## src/rtl/sram_stream_port.sv

```systemverilog
// sram_stream_port: merges write and read request streams onto one single-port SRAM and returns read data through a 3-entry response FIFO.
// Define SRAM_PORT_RR_ARB_EN for a round-robin tie-break; otherwise writes win ties.
module sram_stream_port #(
    parameter int numWord     = 1024,
    parameter int numBit      = 32,
    parameter int numWordAddr = $clog2(numWord)
) (
    input  logic                   CLK,
    input  logic                   RSTB,
    input  logic                   wr_valid,
    output logic                   wr_ready,
    input  logic [numWordAddr-1:0] wr_addr,
    input  logic [numBit-1:0]      wr_data,
    input  logic                   rd_valid,
    output logic                   rd_ready,
    input  logic [numWordAddr-1:0] rd_addr,
    output logic                   rsp_valid,
    input  logic                   rsp_ready,
    output logic [numBit-1:0]      rsp_data,
    output logic                   CEB,
    output logic                   WEB,
    output logic [numWordAddr-1:0] A,
    output logic [numBit-1:0]      D,
    input  logic [numBit-1:0]      Q
);
    logic [1:0]        rsp_count, wptr, rptr;
    logic              rd_pend, rd_elig, wr_gnt, rd_gnt, push, pop;
    logic [numBit-1:0] mem [3];

    // Credit counts the in-flight read so a push can never hit a full FIFO.
    assign rd_elig = ({1'b0, rsp_count} + {2'b0, rd_pend}) <= 3'd2;

`ifdef SRAM_PORT_RR_ARB_EN
    logic last_wr;

    always_comb begin
        rd_gnt = RSTB && rd_valid && rd_elig && (!wr_valid || last_wr);
        wr_gnt = RSTB && wr_valid && !(rd_valid && rd_elig && last_wr);
    end

    always_ff @(posedge CLK or negedge RSTB) begin
        if (!RSTB)
            last_wr <= 1'b1;
        else if (wr_gnt || rd_gnt)
            last_wr <= wr_gnt;
    end
`else
    always_comb begin
        wr_gnt = RSTB && wr_valid;
        rd_gnt = RSTB && rd_valid && rd_elig && !wr_valid;
    end
`endif

    assign wr_ready  = wr_gnt;
    assign rd_ready  = rd_gnt;
    assign CEB       = !(wr_gnt || rd_gnt);
    assign WEB       = !wr_gnt;
    assign A         = wr_gnt ? wr_addr : rd_gnt ? rd_addr : '0;
    assign D         = wr_gnt ? wr_data : '0;
    assign push      = rd_pend;
    assign pop       = rsp_valid && rsp_ready;
    assign rsp_valid = rsp_count != 2'd0;
    assign rsp_data  = mem[rptr];

    always_ff @(posedge CLK or negedge RSTB) begin
        if (!RSTB) begin
            rd_pend   <= 1'b0;
            rsp_count <= 2'd0;
            wptr      <= 2'd0;
            rptr      <= 2'd0;
            for (int i = 0; i < 3; i++) mem[i] <= '0;
        end else begin
            rd_pend   <= rd_gnt;
            rsp_count <= rsp_count + {1'b0, push} - {1'b0, pop};
            if (push) begin
                mem[wptr] <= Q;
                wptr      <= (wptr == 2'd2) ? 2'd0 : wptr + 2'd1;
            end
            if (pop)
                rptr <= (rptr == 2'd2) ? 2'd0 : rptr + 2'd1;
        end
    end
endmodule

```

## config.mk

```make
export PLATFORM = sky130hd
export DESIGN_NAME = sram_stream_port
export DESIGN_NICKNAME = d
export VERILOG_FILES = /design/src/rtl/sram_stream_port.sv
export SDC_FILE = /design/constraint.sdc
export NUM_CORES = 1
export LEC_CHECK = 0
export ABC_AREA = 1
export BUFFER_PORTS_ARGS = -buffer_cell sky130_fd_sc_hd__buf_2
export CAP_MARGIN = 15
export CORE_AREA = 5 5 128 130
export CTS_CLUSTER_SIZE = 12
export DETAILED_ROUTE_END_ITERATION = 6
export DIE_AREA = 0 0 133 135
export GPL_TIMING_DRIVEN = 0
export PLACE_DENSITY = 0.65
export SLEW_MARGIN = 10
export SYNTH_ARGS = -nofsm -noshare
export SYNTH_HDL_FRONTEND = slang
export SYNTH_SLANG_ARGS = --single-unit
```

## constraint.sdc

```tcl
create_clock -name CLK -period 4.08 [get_ports CLK]
set_clock_uncertainty 0.1 [all_clocks]
set_input_delay 0 -clock CLK [delete_from_list [all_inputs] [get_ports CLK]]
set_output_delay 0 -clock CLK [all_outputs]
set_load 0.05 [all_outputs]
```

==> metrics.csv <==
stage;metric;value;unit
power_and_ir_drop;power_switching;2.78;mW
power_and_ir_drop;power_frac_clock;16.3;%
worst_setup_path;r2r_setup_slack;2.26;ns
worst_setup_path;rr_worst_depth;10;
floorplanning;num_rows;45;
floorplanning;fp.dieH;135;um
final_layout;drive_gt1_share;33.1;%
sta;slew_headroom;70.2;%
worst_setup_path;crit_fanout;10;
clock_network;cts_buffer_depth;2;
detailed_routing;drtIter0Drc;238;
final_layout;finalNonFillerCells;1037;
worst_setup_path;crit_type;flip-flop to output pin;
clock_network;cts_tree;yes;
clock_network;cts_buffers;9;
floorplanning;pin_count;168;
final_layout;antenna_cells;0;
global_routing;first_global_vias;4761;
power_and_ir_drop;pwr-share-comb;51.7;%
floorplanning;die_w;133;um
global_routing;track_usage;16.7;%
worst_setup_path;crit_path_frequent_cell;nand2_1;
global_routing;antenna_found_initial;0;
job;max-cap-violations;0;
power_and_ir_drop;power_density;824;mW/mm2
power_and_ir_drop;p_int;2.93;mW
sta;hold_viol;2;
worst_setup_path;worstSetupStartpointType;flip-flop;
yosys;synth.top_cell.area_share;50.1;%
yosys;synth_area_leader_cell;dfrtp_1;
yosys;postSynthCellCount;630;
clock_network;path_clk_slew;0.07;ns
final_layout;nets;938;
sta;period_share;57.7;%
sta;whs;-0.0150;ns
worst_setup_path;crit_end;A[4];
clock_network;htree_levels;3;
place;io_buffers;167;
place;gp_congestion;0.841;
sta;finalWorstSetupSlack;1.73;ns
final_layout;postLayoutCoreUtil;46.1;%
clock_network;clk_latency;0.35;ns
worst_setup_path;timing.critical_path.buf_inv;3;
yosys;synthesis.area;0.00514;mm2
run_status;run_status;finished with violations;
yosys;ys_top_cells_by_area;dfrtp_1 50%, nand2_1 15%, o21ai_2 7.5%, inv_1 5.6%, nand3_1 4.1%;
global_routing;grt-ovfl-total;0;
yosys;ys_seq_area_share;50.1;%
worst_setup_path;r2r_end;rsp_count[1];
run_status;violations;hold timing;
sta;tns;0;ns
detailed_routing;vias;4721;
place;post-place-ws;2.10;ns
clock_network;cts-root-buf;clkbuf_16;
power_and_ir_drop;power_switching_share;48.7;%
clock_network;cts_resized;0;
worst_setup_path;required;3.98;ns
detailed_routing;ant_nets;0;
place;dpl.hpwl;10.6;mm
min_path;min_path_type;primary input to flip-flop;
worst_setup_path;max_stage_delay;0.57;ns
global_routing;grt_start_max_net_pins;60;
clock_network;post_cts_buffers;0;
detailed_routing;via_per_inst;4.55;
yosys;syn-num-nets;724;
place;dp.cells;986;
floorplanning;die_area;0.0180;mm2
sta;fmax;425;MHz
clock_network;cts.sinks;103;
worst_setup_path;slowest_stage;dfrtp_1;
yosys;synth_area_per_cell;8.16;um2
sta;worstMarginPinSlew;0.447;ns
floorplanning;start_util;34.2;%
sta;setup_viol;0;
detailed_routing;drt_pass1_iterations;4;
yosys;ys_ff_latch;103;
worst_setup_path;crit_arrival;2.25;ns
worst_setup_path;endpoint_kind;output pin;
worst_setup_path;path_delay_family;flip-flops;
worst_setup_path;r2r_start;rsp_count[1];
yosys;synth.distinct_cells;21;
worst_setup_path;crit_chain;ha_1 -> inv_1 -> ha_1 -> nand2_1 -> nand2_1 -> buf_2 -> nand3_1 -> nand2_1 -> buf_2;
sta;period_minus_slack;2.35;ns
sta;rsz0062_at_grt;false;
sta;slew_viol_final;0;
power_and_ir_drop;pwr-share-seq;31.9;%
worst_setup_path;cp_num_cells;9;
detailed_routing;routed_wl;14.6;mm
detailed_routing;drc;0;
power_and_ir_drop;leakagePower;3.87;nW
yosys;ys_warn_count;0;
global_routing;grt_pass1_wl;24.1;mm
final_layout;syn_to_final_growth;34.7;%
detailed_routing;post_drt_wl_per_cell;14.1;um
power_and_ir_drop;finalPower;5.70;mW
floorplanning;core-area;0.0150;mm2
power_and_ir_drop;ir_drop;0.335;mV
worst_setup_path;timing.critical_path.from;push;
[kinds of logic (layout without fill, tap and decap cells)]
kind of cell               Yosys count  in the layout  synth area share, %
and+or+nand+nor                    306            306                 24.8
AOI/OAI and AO/OA                  101            101                 13.0
DFF                                103            103                 50.1
xor gates and xnor gates             2              2                0.341
adders and majority gates            5              5                 1.22
buffers and inverters              113            332                 10.5
[worst reg2reg max path: stages, from the launching register on]
cell,delay [ns]
dfrtp_1,0.40
inv_1,0.12
nand2_1,0.11
nand2_1,0.09
inv_1,0.10
ha_1,0.29
inv_1,0.03
ha_1,0.20
xor2_1,0.15
nor2_1,0.08
nor2_1,0.04
[flip-flops by register name, summed over array words and instances, names as in the netlist]
register / cells
rsp_count: 2
push: 1
mem: 96
rptr: 2
wptr: 2
[Yosys cell counts]
master,n
a21oi_1,1
o21ai_1,33
and2_1,1
nand3_2,2
xnor2_1,1
buf_2,19
nand2_2,17
xor2_1,1
o21ai_0,23
o21ai_2,44
nor2_1,39
nand3_1,42
nor2_2,1
ha_1,5
inv_1,77
nand3_4,1
buf_6,12
clkbuf_1,4
dfrtp_1,103
inv_2,1
nand2_1,203
[power groups by stage]
stage          clock network [mW]  logic (mW)  registers [mW]
2_1_floorplan                   0        2.28            1.77
3_3_place_gp                    0        2.93            1.82
3_5_place_dp                    0        2.97            1.83
4_1_cts                     0.953        3.00            1.82
5_1_grt                     0.996        3.23            1.88
6_report                    0.931        2.95            1.82
[cells in the final DEF (no fill, tap or decap)]
| master | netlist | routed |
|---|---|---|
| nand2_2 | 17 | 17 |
| clkbuf_16 | 0 | 9 |
| nor2_2 | 1 | 1 |
| a21oi_1 | 1 | 1 |
| clkbuf_8 | 0 | 5 |
| xnor2_1 | 1 | 1 |
| inv_2 | 1 | 1 |
| nand2_1 | 203 | 203 |
| and2_1 | 1 | 1 |
| clkinv_2 | 0 | 1 |
| nand3_1 | 42 | 42 |
| buf_6 | 12 | 13 |
| dfrtp_1 | 103 | 103 |
| bufinv_16 | 0 | 1 |
| xor2_1 | 1 | 1 |
| buf_2 | 19 | 185 |
| buf_16 | 0 | 1 |
| nand3_2 | 2 | 2 |
| clkbuf_1 | 4 | 4 |
| o21ai_0 | 23 | 23 |
| nor2_1 | 39 | 39 |
| dlygate4sd3_1 | 0 | 35 |
| ha_1 | 5 | 5 |
| inv_1 | 77 | 77 |
| o21ai_1 | 33 | 33 |
| o21ai_2 | 44 | 44 |
| nand3_4 | 1 | 1 |
[final cells by class]
class / count / area [um2]
Buffer: 35 / 245
Clock buffer: 14 / 294
Clock inverter: 2 / 35.0
Fill cell: 1506 / 8110
Inverter: 78 / 293
Multi-Input combinational cell: 414 / 2030
Sequential cell: 103 / 2580
Tap cell: 188 / 235
Timing Repair Buffer: 203 / 1220
[stage by stage]
stage | area (um2) | hold slack, ns
after floorplan | 5140 | -0.396
after global placement | 6210 | 0.186
after detailed placement | 6250 | -0.130
after CTS | 6930 | 0.0110
after global routing | 6930 | 0.0267
final | 6930 | -0.0150
[repair_timing]
action / in CTS / in global routing
endpoints found under the hold margin: 200 / 0
setup endpoints to repair: 0 / 0
hold buffers: 35 / 0
[metal layers]
| metal | up-vias | routed length [um] | GRT usage [%] |
|---|---|---|---|
| li1 | 2384 | - | - |
| met1 | 2149 | 6190 | 20.7 |
| met4 | 0 | 323 | 5.83 |
| met3 | 18 | 935 | 3.02 |
| met2 | 170 | 7180 | 29.4 |
| met5 | - | 0 | 0 |
[how the worst min path moves through the flow]
stage / start / end / slack (ns) / cells past startpoint
after global routing: rsp_ready / rptr[1] / 0.03 / 4
final: rsp_ready / rptr[0] / -0.01 / 4
after floorplan: RSTB / mem[0] / -0.40 / 0
after detailed placement: RSTB / mem[73] / -0.13 / 1
after global placement: Q[10] / mem[42] / 0.19 / 3
after CTS: rsp_ready / rptr[0] / 0.01 / 4
(Power assumes the default switching activity.)
